==> src/rtl/uart_pkg.sv <==
// uart_pkg: shared types and constants for the UART transmit arbiter.
// Rev 1.0
`default_nettype none

package uart_pkg;

  localparam int UART_DATA_W            = 8;
  localparam int ARB_STATE_W            = 2;
  localparam int DEFAULT_LAUNCH_TIMEOUT = 16;

  typedef enum logic [ARB_STATE_W-1:0] {
    IDLE       = 2'd0,
    LAUNCH     = 2'd1,
    WAIT_START = 2'd2,
    WAIT_DONE  = 2'd3
  } arb_state_e;

endpackage

`default_nettype wire

==> src/rtl/rr_arbiter.sv <==
// rr_arbiter: circular priority pick starting at a registered pointer; the
// pointer moves past the winner on update. Rev 1.0
`default_nettype none

module rr_arbiter #(
  parameter int NUM_REQ = 4,
  parameter int ID_W    = 2
) (
  input  logic               clk,
  input  logic               rst_n,
  input  logic [NUM_REQ-1:0] req,
  input  logic               update,
  output logic [ID_W-1:0]    winner,
  output logic               valid
);

  localparam logic [ID_W:0] NUM_REQ_W = (ID_W+1)'(NUM_REQ);

  logic [ID_W-1:0] ptr;
  logic [ID_W:0]   sum;
  logic [ID_W-1:0] idx;
  logic [ID_W:0]   nxt;

  // Walk from the farthest offset back to zero so the nearest valid index wins.
  always_comb begin
    winner = ptr;
    valid  = 1'b0;
    sum    = '0;
    idx    = '0;
    for (int k = NUM_REQ-1; k >= 0; k--) begin
      sum = {1'b0, ptr} + (ID_W+1)'(k);
      if (sum >= NUM_REQ_W) begin
        sum = sum - NUM_REQ_W;
      end
      idx = sum[ID_W-1:0];
      if (req[idx]) begin
        winner = idx;
        valid  = 1'b1;
      end
    end
  end

  always_comb begin
    nxt = {1'b0, winner} + (ID_W+1)'(1);
    if (nxt == NUM_REQ_W) begin
      nxt = '0;
    end
  end

  always_ff @(posedge clk) begin
    if (!rst_n) begin
      ptr <= '0;
    end else if (update && valid) begin
      ptr <= nxt[ID_W-1:0];
    end
  end

endmodule

`default_nettype wire

==> src/rtl/uart_tx_arbiter.sv <==
// uart_tx_arbiter: round-robin sharing of one UART byte transmitter between
// NUM_REQ requesters, with launch watchdog and frame counter. Rev 1.0
`default_nettype none

module uart_tx_arbiter
  import uart_pkg::*;
#(
  parameter int NUM_REQ        = 4,
  parameter int ID_W           = 2,
  parameter int LAUNCH_TIMEOUT = DEFAULT_LAUNCH_TIMEOUT,
  parameter int CNT_W          = 16
) (
  input  logic                           clk,
  input  logic                           rst_n,
  input  logic [NUM_REQ-1:0]             req_valid,
  input  logic [NUM_REQ*UART_DATA_W-1:0] req_data,
  output logic [NUM_REQ-1:0]             req_ack,
  output logic                           tx_wr_en,
  output logic [UART_DATA_W-1:0]         tx_din,
  input  logic                           tx_busy,
  output logic [ID_W-1:0]                grant_id,
  output logic                           arb_busy,
  output logic                           launch_err,
  output logic [CNT_W-1:0]               frame_cnt
);

  localparam int WD_W = $clog2(LAUNCH_TIMEOUT) + 1;
  localparam logic [WD_W-1:0] WD_LAST = WD_W'(LAUNCH_TIMEOUT - 1);

  arb_state_e      state;
  logic [WD_W-1:0] wdog;
  logic [ID_W-1:0] pick;
  logic            pick_valid;
  logic            grant;

  // Arbitration only while idle and the transmitter is free, so a frame
  // still running after a reset blocks any new launch.
  assign grant    = (state == IDLE) && !tx_busy && pick_valid;
  assign arb_busy = (state != IDLE);

  rr_arbiter #(
    .NUM_REQ (NUM_REQ),
    .ID_W    (ID_W)
  ) u_rr (
    .clk    (clk),
    .rst_n  (rst_n),
    .req    (req_valid),
    .update (grant),
    .winner (pick),
    .valid  (pick_valid)
  );

  always_ff @(posedge clk) begin
    if (!rst_n) begin
      state      <= IDLE;
      req_ack    <= '0;
      tx_wr_en   <= 1'b0;
      tx_din     <= '0;
      grant_id   <= '0;
      launch_err <= 1'b0;
      frame_cnt  <= '0;
      wdog       <= '0;
    end else begin
      req_ack    <= '0;
      tx_wr_en   <= 1'b0;
      launch_err <= 1'b0;
      case (state)
        IDLE: begin
          if (grant) begin
            tx_din   <= req_data[{pick, 3'b000} +: UART_DATA_W];
            tx_wr_en <= 1'b1;
            req_ack  <= NUM_REQ'(1) << pick;
            grant_id <= pick;
            state    <= LAUNCH;
          end
        end
        LAUNCH: begin
          wdog  <= '0;
          state <= WAIT_START;
        end
        WAIT_START: begin
          if (tx_busy) begin
            state <= WAIT_DONE;
          end else if (wdog == WD_LAST) begin
            launch_err <= 1'b1;
            state      <= IDLE;
          end else begin
            wdog <= wdog + WD_W'(1);
          end
        end
        WAIT_DONE: begin
          if (!tx_busy) begin
            frame_cnt <= frame_cnt + CNT_W'(1);
            state     <= IDLE;
          end
        end
        default: state <= IDLE;
      endcase
    end
  end

endmodule

`default_nettype wire

==> config.mk <==
export PLATFORM = sky130hd
export DESIGN_NAME = uart_tx_arbiter
export DESIGN_NICKNAME = d
export VERILOG_FILES = /design/src/rtl/uart_pkg.sv /design/src/rtl/rr_arbiter.sv /design/src/rtl/uart_tx_arbiter.sv
export SDC_FILE = /design/constraint.sdc
export NUM_CORES = 1
export LEC_CHECK = 0
export CORE_MARGIN = 2
export CORE_UTILIZATION = 40
export DETAILED_ROUTE_END_ITERATION = 10
export PLACE_DENSITY = 0.73
export SLEW_MARGIN = 10
export SYNTH_ARGS = -nofsm -noshare
export SYNTH_HDL_FRONTEND = slang
export SYNTH_SLANG_ARGS = --single-unit
==> constraint.sdc <==
create_clock -name clk -period 5.2 [get_ports clk]
set_input_delay 1.04 -clock clk [delete_from_list [all_inputs] [get_ports clk]]
set_output_delay 1.04 -clock clk [all_outputs]
set_load 0.005 [all_outputs]
==> summary.txt <==
Yosys
  • Net Count, Synth: ~260
  • Synth warn: 0
  • Most frequent cells after synthesis: 41 x dfxtp_1, 30 x nor2_1, 17 x mux2i_1, 17 x nand3_1, 14 x nand2_1
  • Synth top area share: 41.4%
  • Seq/Total Area, Yosys: 41.4%
  • Synth async-reset ratio: 0%
  • Netlist cell types: 42
  • Post-Syn Area: ~2000 sq um
  • Top-count cell post-synth: dfxtp_1
  • Syn Area/Cell: 9.22 sq um
  • Cell accounting for the most synthesized area: dfxtp_1
  • EDFF count, synth: 0
  • Top cells by area, synth: dfxtp_1 41%, mux2i_1 8.6%, o221ai_2 6.1%, nor2_1 5.7%, xor2_1 4.4%
  • Synthesized instance count: between 200 and 250
  • Synthesis-stage register bit count: between 40 and 50
  • Top FF cell, synth: dfxtp_1

STA
  • Final Cycle Share: about three fifths
  • RSZ-0062 raised after global routing: false
  • Tightest Pin Transition: between 800 and 900 ps
  • Fin Setup TNS: 0 ps
  • Final Hold Viols: 0
  • Min Tclk post-route: about 3200 ps
  • Rel. slew slack: ~44%
  • Max Fclk: 314 MHz
  • Endpoints failing setup: 0
  • Final Hold Slack: 457 ps
  • Clock Skew: between 1.5 and 2 ps
  • Max-slew violation count: 0

Critical path
  • R2r endpoint: tx_din[0]
  • Crit path arrival time: about 3400 ps
  • Critical path startpoint category: primary input
  • Crit path required time: 5410 ps
  • Worst Setup End Kind: flop
  • Worst Path Class, Setup: primary input to flop
  • R2R Path Start: state[1]
  • Critical-path maximum fanout: 27
  • Worst reg2reg setup slack: around 3100 ps
  • Worst Reg-to-Reg Cells: 5

Clock network
  • Post-cts repair resize count: 0
  • Cts hold-fix bufs: 0
  • Clock Sinks: between 40 and 50
  • CTS clk-pin slew, worst paths: 70 ps
  • CTS tree: done
  • TritonCTS Buffers: 5
  • Post-CTS setup buffers: 0
  • Number of H-tree levels: 2
  • Clk root buf: clkbuf_8
  • Clk_lat worst skew: slightly below 300 ps
  • Clk buf depth: 2

Finish
  • Nets: roughly 330
  • Finished Cell Area: between 2000 and 3000 sq um
  • Layout cell share with drive strength beyond 1: between 7 and 8%
  • Ant diodes: 0
  • Synth-to-Final Area Change: 42.1%

Drt
  • ANT nets after route: 0
  • Routed wire length per instance: around 13 um
  • Via density per instance: between 4 and 5
  • Drt drc: 0
  • TritonRoute pass-1 iters: 4
  • Initial drt markers: 57
  • Vias: 1754
  • Final WL: between 4 and 5 mm

Min path
  • Worst Hold Class: flop to flop
  • Worst hold endpoint: wdog[3]
  • Hold path start: wdog[3]
  • Hold path depth: 1

Power
  • Combinational share of power: 21.8%
  • P per Cell Area: 249 nW/um^2
  • Seq pwr share: between 40% and 50%
  • Max VDD drop: roughly 0.00018 V
  • Clock power share: 29.6%
  • Leakage power: 1.08 nW
  • NetSw: approximately 0.00018 W
  • Int Pwr: 0.000519 W
  • Switching part of the total: ~26%

Global route
  • Grt total ovfl: 0
  • Largest net degree at the start of global routing: 28
  • Tot GR Track Use: around 16%
  • Vias in the first global route: roughly 1.6k
  • First-pass GRT wire length: between 7 and 8 mm
  • Initial antenna violation count: 0

Floorplanning
  • IO Count: 72
  • Core ar.: 4750 sq um
  • Initial core utilization: 41.7%
  • Row count: 25
  • Die W: 74.4 um
  • Chip height: around 74 um
  • Die footprint: ~5500 sq um

Placed design
  • Hpwl dp: 3.39 mm
  • PortBufs: 71
  • Placer Congestion: 0.806
  • Placed Area: ~2700 sq um

Flow run
  • Maximum Capacitance Violations: 0

Run status
  • Outcome: finished, final reports clean
[per-layer routing]
metal  vias up  routed length (um)  global-route usage (%)
met1       809                2110                    21.3
met2        52                2140                    26.8
li1        891                   -                       -
met5         -                   0                       0
met3         2                 359                    3.93
met4         0                  18                    5.95
[cell type report]
class | instances | area (sq um)
Tap cell | 67 | 83.8
Timing Repair Buffer | 72 | 718
Inverter | 4 | 15.0
Clock buffer | 7 | 86.3
Fill cell | 434 | 1940
Sequential cell | 41 | 821
Multi-Input combinational cell | 160 | 1090
[sequential cells by signal (all words and copies together), names as in the netlist]
| signal | count |
|---|---|
| frame_cnt | 16 |
| grant_id | 2 |
| launch_err | 1 |
| req_ack | 4 |
| state | 2 |
| tx_din | 8 |
| tx_wr_en | 1 |
| u_rr.ptr | 2 |
| wdog | 5 |
[cells by family (layout without fill, tap and decap cells)]
| group | Yosys count | in the layout | synth area share [%] |
|---|---|---|---|
| XOR/XNOR | 14 | 14 | 6.18 |
| multiplexers | 17 | 17 | 8.58 |
| buffers and inverters | 14 | 83 | 3.72 |
| adder cells (fa/ha/maj) | 4 | 4 | 2.52 |
| flip-flops | 41 | 41 | 41.4 |
| AND/OR/NAND/NOR | 94 | 94 | 24.9 |
| AO/OA/AOI/OAI | 31 | 31 | 12.7 |
[cell usage in the layout (no fill, tap or decap), types with 6 or more instances in the layout]
cell             instances
clkdlybuf4s50_1         71
dfxtp_1                 41
nor2_1                  30
mux2i_1                 17
nand3_1                 17
nand2_1                 14
a21oi_1                 12
xor2_1                  10
o221ai_2                 9
o21ai_0                  6
clkbuf_8                 6
[how the worst max path moves through the flow]
stage,start,endpoint,slack [ps],depth (start not counted)
after floorplan,req_valid[1],u_rr.ptr[0],2750,7
after global placement,rst_n,tx_din[3],1690,5
after detailed placement,rst_n,tx_din[7],1680,5
after CTS,rst_n,tx_din[7],1980,5
after global routing,rst_n,tx_din[0],1780,5
final,rst_n,tx_din[0],2010,5
[through the flow]
| step | util [%] | total power, W | setup slack [ps] | instances |
|---|---|---|---|---|
| finish | 59.3 | 0.000701 | 2010 | 351 |
| global route | 59.3 | 0.000731 | 1780 | 351 |
| CTS | 59.3 | 0.000708 | 1980 | 351 |
| detailed placement | 57.5 | 0.000502 | 1680 | 344 |
| global placement | 57.5 | 0.000501 | 1690 | 344 |
| floorplan | - | 0.000432 | 2750 | 215 |
[worst max-delay path, cell delays in order]
cell,delay (ps)
clkdlybuf4s50_1,690
clkinv_1,770
nor2_8,340
nand2b_1,320
o221ai_2,240
[power by group through the flow]
stage / registers [W] / clock network (W) / logic, W
after floorplan: 0.000347 / 0 / 0.0000851
after global placement: 0.000348 / 0 / 0.000153
after detailed placement: 0.000348 / 0 / 0.000154
after CTS: 0.000341 / 0.000213 / 0.000155
after global routing: 0.000343 / 0.000222 / 0.000167
final: 0.000341 / 0.000208 / 0.000153
No activity file was read; power rests on OpenSTA's default activity.
